<file path="config.mk">
export PLATFORM = sky130hd
export DESIGN_NAME = freq_meter
export DESIGN_NICKNAME = d
export VERILOG_FILES = /design/src/rtl/freq_meter.sv
export SDC_FILE = /design/constraint.sdc
export NUM_CORES = 1
export LEC_CHECK = 0
export CAP_MARGIN = 20
export CELL_PAD_IN_SITES_DETAIL_PLACEMENT = 1
export CELL_PAD_IN_SITES_GLOBAL_PLACEMENT = 2
export CORE_MARGIN = 1.5
export CORE_UTILIZATION = 34
export DETAILED_ROUTE_END_ITERATION = 10
export MAX_ROUTING_LAYER = met4
export PLACE_DENSITY = 0.77
export SYNTH_ARGS = -nofsm -noshare
export SYNTH_HDL_FRONTEND = slang
export SYNTH_SLANG_ARGS = --single-unit
</file>
<file path="constraint.sdc">
create_clock -name fin -period 2.75 [get_ports fin]
set_input_delay 0.825 -clock fin [delete_from_list [all_inputs] [get_ports fin]]
set_output_delay 0.825 -clock fin [all_outputs]
set_load 0.02 [all_outputs]
</file>
<file path="src/rtl/freq_meter.sv">
// Frequency meter: counts rising edges of sig_in over a GATE_CYCLES window of fin.
// Optional FMETER_BCD_EN adds a serial binary-to-BCD converter and a bcd output.
module freq_meter #(
  parameter logic [31:0] GATE_CYCLES = 32'd50000000,
  parameter int          CNT_W       = 32
) (
  input  logic             fin,
  input  logic             rst_n,
  input  logic             en,
  input  logic             sig_in,
  output logic [CNT_W-1:0] freq,
  output logic             valid,
  output logic             ovf,
  output logic             busy,
`ifdef FMETER_BCD_EN
  output logic [31:0]      bcd,
`endif
  output logic [1:0]       state_dbg
);

  // valid is a one-cycle, unqualified pulse: there is no ready, the consumer
  // must capture freq/ovf in the cycle valid is high or read the held values later.

  typedef enum logic [1:0] {
    IDLE = 2'd0,
    GATE = 2'd1,
    DONE = 2'd2,
    CONV = 2'd3
  } state_t;

  state_t           state, state_next;
  logic             s1, s2, s3;
  logic             rise;
  logic [31:0]      gate_cnt;
  logic [CNT_W-1:0] edge_cnt;
  logic             ovf_int;

`ifdef FMETER_BCD_EN
  logic [CNT_W-1:0] lat_cnt;
  logic             lat_ovf;
  logic             lat_big;
  logic [26:0]      bin_sr;
  logic [31:0]      bcd_sr;
  logic [4:0]       conv_cnt;
  logic [31:0]      ext_cnt;

  assign ext_cnt = 32'(edge_cnt);

  // One double-dabble step: correct each digit, then shift in the next binary bit.
  function automatic logic [31:0] dd_step(input logic [31:0] b, input logic bit_in);
    logic [31:0] a;
    a = b;
    for (int i = 0; i < 8; i++) begin
      if (a[4*i +: 4] >= 4'd5) a[4*i +: 4] = a[4*i +: 4] + 4'd3;
    end
    return {a[30:0], bit_in};
  endfunction
`endif

  assign rise      = s2 & ~s3;
  assign state_dbg = state;

  always_ff @(posedge fin) begin
    if (!rst_n) begin
      s1 <= 1'b0;
      s2 <= 1'b0;
      s3 <= 1'b0;
    end else begin
      s1 <= sig_in;
      s2 <= s1;
      s3 <= s2;
    end
  end

  always_ff @(posedge fin) begin
    if (!rst_n) state <= IDLE;
    else        state <= state_next;
  end

  always_comb begin
    state_next = state;
    busy       = 1'b0;
    case (state)
      IDLE: if (en) state_next = GATE;
      GATE: begin
        busy = 1'b1;
        if (gate_cnt == GATE_CYCLES - 32'd1) state_next = DONE;
      end
      DONE: begin
`ifdef FMETER_BCD_EN
        busy       = 1'b1;
        state_next = CONV;
`else
        state_next = en ? GATE : IDLE;
`endif
      end
      CONV: begin
`ifdef FMETER_BCD_EN
        busy = 1'b1;
        if (conv_cnt == 5'd26) state_next = en ? GATE : IDLE;
`else
        state_next = IDLE;
`endif
      end
      default: state_next = IDLE;
    endcase
  end

  always_ff @(posedge fin) begin
    if (!rst_n) begin
      gate_cnt <= 32'd0;
      edge_cnt <= '0;
      ovf_int  <= 1'b0;
      freq     <= '0;
      ovf      <= 1'b0;
      valid    <= 1'b0;
`ifdef FMETER_BCD_EN
      bcd      <= 32'd0;
      lat_cnt  <= '0;
      lat_ovf  <= 1'b0;
      lat_big  <= 1'b0;
      bin_sr   <= 27'd0;
      bcd_sr   <= 32'd0;
      conv_cnt <= 5'd0;
`endif
    end else begin
      valid <= 1'b0;
      case (state)
        IDLE: begin
          gate_cnt <= 32'd0;
          edge_cnt <= '0;
          ovf_int  <= 1'b0;
        end
        GATE: begin
          gate_cnt <= gate_cnt + 32'd1;
          // Saturate instead of wrapping; ovf_int records that an edge was lost.
          if (rise) begin
            if (&edge_cnt) ovf_int  <= 1'b1;
            else           edge_cnt <= edge_cnt + 1'b1;
          end
        end
        DONE: begin
          gate_cnt <= 32'd0;
          edge_cnt <= '0;
          ovf_int  <= 1'b0;
`ifdef FMETER_BCD_EN
          lat_cnt  <= edge_cnt;
          lat_ovf  <= ovf_int;
          lat_big  <= ext_cnt > 32'd99999999;
          bin_sr   <= ext_cnt[26:0];
          bcd_sr   <= 32'd0;
          conv_cnt <= 5'd0;
`else
          freq     <= edge_cnt;
          ovf      <= ovf_int;
          valid    <= 1'b1;
`endif
        end
        CONV: begin
`ifdef FMETER_BCD_EN
          conv_cnt <= conv_cnt + 5'd1;
          bcd_sr   <= dd_step(bcd_sr, bin_sr[26]);
          bin_sr   <= {bin_sr[25:0], 1'b0};
          if (conv_cnt == 5'd26) begin
            freq  <= lat_cnt;
            ovf   <= lat_ovf;
            bcd   <= lat_big ? 32'h99999999 : dd_step(bcd_sr, bin_sr[26]);
            valid <= 1'b1;
          end
`endif
        end
        default: ;
      endcase
    end
  end

endmodule

</file>
==> results.tsv <==
metric	value	unit
status	completed	
asr flop ratio synth	0	
Setup TNS	0	ns
# IOs	41	
# rows	41	
Nets	578	
largest net degree at the start of global routing	35	
Final Max Tran Viols	0	
top cells by area, synth	dfxtp_1, nand2_1, xnor2_1	
core area	12770	um2
Power Internal	0.002253	W
initial antenna violation count	0	
grt ovf	0	
aggregate routed wire length	10770	um
drt drc	0	
Syn Area/Cell	8.351	um2
Psw	0.0005721	W
first-pass GRT wire length	18690	um
Synth Cell Area	4518	um2
Leakage	1.643	nW
cell taking the most area after synthesis	dfxtp_1	
count leader, synth	dfxtp_1	
predominant post-synthesis flop cell	dfxtp_1	
Max-Cap Viols	0	
Clock Latency Late Sink	0.35	ns
Worst-path clk slew	0.07	ns
Max Clock Skew	0.006218	ns
Sequential Power Share	0.536	
Cell Chain, Critical Path	nor2b_1, clkdlybuf4s50_1	
synth-to-layout area growth	19.58	%
post-route ant nets	0	
fraction of the cycle the final worst path needs	0.9070	
Pwr per Cell Area	522.9	nW/um2
htree depth	3	
RSZ-0062 raised after global routing	false	
post-synth top area share	0.4608	
Post-Syn Instances	541	
Die X	118.3	um
CP Launch Type	flip-flop	
share of layout cells above drive strength 1	0.05923	
Max stage delay on crit path	0.63	ns
Worst Path Max Fanout	7	
required time of the critical path	1.93	ns
Worst Tran Pin Value	0.6711	ns
post-CTS setup buffer count	0	
Final Instance Count excl. Fillers	746	
Longest Clk Path Bufs	2	
Total Routing Usage GR	0.1686	
Hold Buf Count CTS	0	
Hold/Removal Path Class	reg2reg	
post-layout util	0.4230	
initial DRC count	120	
Post-synth EDFFs	0	
Syn. warnings	0	
Sinks on Clock Net	104	
Seq/Total Area, Yosys	0.4608	
clk root buf	clkbuf_16	
DR vias	3821	
Crit Path Class	reg2out	
Final setup violation count	0	
Synth cell types	44	
Die ar.	13990	um2
slew margin rel.	0.5485	
placed cell count	733	
diode count	0	
Via-to-Cell Ratio	5.122	
Crit path arrival time	1.67	ns
IO buf count	40	
Sw Share	0.2025	
Peak VDD IR	257.3	uV
TritonCTS clock tree	built	
clock power share	0.441	
Die Y	118.3	um
total CTS buffers	9	
First-pass DRT Iterations	4	
Final Hold Vio Count	0	
Routed WL per cell	14.43	um
starting density of the core	0.3537	
CP Capture Type	primary output	
quantity of gates resized following cts	0	
#FFs+latches synth	104	
post-route minimum period	2.494	ns
CP max-delay cell	clkdlybuf4s50_1	
syn nets	547	
fmax	0.4009	GHz
vias in the first global route	3846	
logic gate share of total power	0.023	
HPWL after detailed placement	7732	um
most common library cells after synthesis	dfxtp_1, nand2_1, nor2_1, xnor2_1, a21boi_0	
Placer Congestion	0.7704	
## critical path: cells and delay by family, from the launching register on
family / cells / cell delay [ns]
simple gates: 1 / 0.22
buf+inv: 1 / 0.63
flops: 1 / 0.48
## power by group through the flow
stage               clock, W  combinational, W  sequential [W]
floorplan                  0         0.0000379         0.00155
global placement           0         0.0000662         0.00155
detailed placement         0         0.0000676         0.00155
CTS                  0.00129         0.0000677         0.00151
global route         0.00136         0.0000730         0.00151
finish               0.00125         0.0000654         0.00151
## logic make-up after synthesis
family,count (synthesis),synth area share
buffers and inverters,42,0.03545
DFF,104,0.4608
xor gates and xnor gates,44,0.08530
adders and majority gates,2,0.005538
and+or+nand+nor,263,0.2833
AOI/OAI and AO/OA,85,0.1274
muxes,1,0.002216
## stage by stage
step	hold slack (ns)	power (W)	instance area (um2)	setup WS, ns
5_1_grt	0.4795	0.002945	5403	0.1560
2_1_floorplan	0.4119	0.001587	4518	0.4857
6_report	0.4582	0.002825	5403	0.2558
3_5_place_dp	0.4496	0.001617	5126	0.3516
3_3_place_gp	0.4203	0.001615	5126	0.4483
4_1_cts	0.4648	0.002873	5403	0.2210
## final cells by class
class                           count  area (um2)
Fill cell                        1506        7371
Multi-Input combinational cell    395        2281
Sequential cell                   104        2082
Timing Repair Buffer               54       518.0
Clock buffer                       12       246.5
Tap cell                          172       215.2
Clock inverter                      1       30.03
Inverter                            8       30.03
## routing by layer
layer  share of wire  vias to the layer above  track usage
met3           0.027                       12      0.03475
met5               0                        -            -
met2            0.48                       37       0.2773
met4           0.016                        0      0.05716
met1            0.48                     1857       0.2058
li1                -                     1915            -
## path summary, 6_finish.rpt
kind | from | slack [ns] | endpoint | cells past startpoint
hold / removal | freq[17]$_SDFFE_PN0P_ | 0.46 | freq[17]$_SDFFE_PN0P_ | 2
setup reg to reg | state_dbg[1]$_SDFFE_PN0P_ | 0.35 | edge_cnt[25]$_SDFFE_PN0P_ | 5
setup / recovery | state_dbg[0]$_SDFFE_PN0P_ | 0.26 | busy | 2
hold reg to reg | freq[17]$_SDFFE_PN0P_ | 0.46 | freq[17]$_SDFFE_PN0P_ | 2
## state kept, by name, indices dropped and copies added (netlist names)
| register | flops |
|---|---|
| edge_cnt | 32 |
| freq | 32 |
| gate_cnt | 32 |
| ovf | 1 |
| ovf_int | 1 |
| s1 | 1 |
| s2 | 1 |
| s3 | 1 |
| state_dbg | 2 |
| valid | 1 |
## cell usage in the layout, fill, tap and decap left out, drive strengths merged, types with 2 or more instances in the layout
cell / count
dfxtp: 104
nand2: 92
nor2: 58
clkdlybuf4s50: 40
xnor2: 37
a21boi: 33
a21oi: 19
nand3: 18
nand4: 16
buf: 14
nor3: 12
o21ai: 12
or3: 12
clkbuf: 12
and2: 11
nor4: 10
and3: 8
inv: 8
xor2: 7
and4: 6
nor2b: 6
a31oi: 5
a211oi: 5
or4: 4
a31o: 4
a41o: 2
a311oi: 2
nor3b: 2
ha: 2
Note: power is estimated with default switching activity, not from simulation.
==> patch, RTL diff (same settings) <==
Put one more register stage on the output `state_dbg`, with the module's reset. The value now appears one clock later. The other outputs are not delayed to match.
--- a/src/rtl/freq_meter.sv
+++ b/src/rtl/freq_meter.sv
@@ -58,7 +58,13 @@
 `endif
 
   assign rise      = s2 & ~s3;
-  assign state_dbg = state;
+  always_ff @(posedge fin) begin
+    if (!rst_n) begin
+      state_dbg <= '0;
+    end else begin
+      state_dbg <= state;
+    end
+  end
 
   always_ff @(posedge fin) begin
     if (!rst_n) begin
Behaviour: not the same (Yosys sat finds a counterexample within 4 cycles, from zero or initial values and one cycle with rst_n low).
==> patch against the unedited design <==
- utilization is 0.37 points lower
- combinational power is 2% lower
- sequential power is 3% higher
- largest power group unchanged
- critical path depth stayed put
- cell area is 3.2% higher
- sequential cell count is 2 higher
- routed wire length is 4.4% higher
- via count is 1.6% higher
- worst setup slack better by 0.037 ns
- synthesized area is 2.6% higher
- total power is 6.1% higher
- fmax is 1.5% higher
==> patch: results (changes against the unedited design) <==
gpl congestion = 0.792 (was 0.770)
pin slew with the least headroom to its limit = 0.695 ns (was 0.671 ns)
area fraction in compound gates after synthesis = 14.8% (was 12.7%)
largest net degree at the start of global routing = 39 (was 35)
fraction of synthesized cell area in xor and xnor cells = 5.48% (was 8.53%)
average via count per standard cell = 5.11 (was 5.12)
skew final = 0.00729 ns (was 0.00622 ns)
Hold Crit Endpoint = s2 (was freq[17])
Post-DP HPWL = 7890 um (was 7730 um)
overall fraction of global-route tracks in use = 17.5% (was 16.9%)
share of synthesized area spent on multiplexers = 0.648% (was 0.222%)
vias in the first global route = 4001 (was 3846)
net switching component of the power = 607 uW (was 572 uW)
first-pass GRT wire length = 19500 um (was 18700 um)
Yosys cell types = 52 (was 44)
initial drt markers = 163 (was 120)
Synth Area in Adders = 0.540% (was 0.554%)
post-synthesis area per instance = 8.62 um2 (was 8.35 um2)
Reg2Reg Launch Point = edge_cnt[13] (was state_dbg[1])
top cells by instance count after synthesis = 106 x dfxtp_1, 98 x nand2_1, 42 x nor2_1 (was 104 x dfxtp_1, 92 x nand2_1, 58 x nor2_1)
number of cells traversed by the worst hold path = 1 (was 2)
worst voltage drop across the vdd grid = 0.228 mV (was 0.257 mV)
biggest area contributors in the synthesized netlist = dfxtp_1 46%, nand2_1 7.9%, a21boi_0 5.5% (was dfxtp_1 46%, nand2_1 7.6%, xnor2_1 7.2%)
proportion of layout cells with a drive suffix above 1 = 11.0% (was 5.92%)
start point of the worst min-delay path = s1 (was freq[17])
result of the run = complete, no violations (unchanged)
reg-to-reg critical path endpoint = edge_cnt[26] (was edge_cnt[25])
Setup crit start = state[0] (was state_dbg[0])
register-to-register setup slack = 0.55 ns (was 0.35 ns)
power density normalized to cell area = 538 nW/um2 (was 523 nW/um2)
nets in the synthesized netlist = 544 (was 547)
combinational power share = 2.1% (was 2.3%)
Seq/Total Area, Yosys = 45.8% (was 46.1%)
total of fill cells in the finished design = 1546 (was 1506)
area after detailed placement = 5260 um2 (was 5130 um2)
proportion of power drawn by flip-flops and latches = 51.5% (was 53.6%)
minimum hold slack = 0.433 ns (was 0.458 ns)
-- patch: final cells by class --
cell class,count,area share [%]
multi-input cells,399,42.6
inverters,9,0.606
repair buffers,53,9.16
well taps,176,3.95
clock inverters,2,1.08
clock buffers,14,4.56
flip-flops and latches,106,38.1
-- patch: per-layer routing --
| layer | up-vias | wire length (um) | global-route usage [%] |
|---|---|---|---|
| met4 | 0 | 250 | 7.96 |
| met1 | 1869 | 5320 | 21.5 |
| met3 | 16 | 198 | 2.52 |
| met5 | - | 0 | - |
| met2 | 34 | 5480 | 28.6 |
| li1 | 1963 | - | - |
-- patch: through the flow --
step	util, %	setup WS (ns)
2_1_floorplan	-	0.882
3_3_place_gp	39.6	0.488
3_5_place_dp	39.6	0.446
4_1_cts	41.9	0.262
5_1_grt	41.9	0.195
6_report	41.9	0.293
-- patch: critical path, stage by stage, from the launching register on --
cell and delay [ns]:
dfxtp_1 0.49, nor2b_1 0.18, clkdlybuf4s50_1 0.61
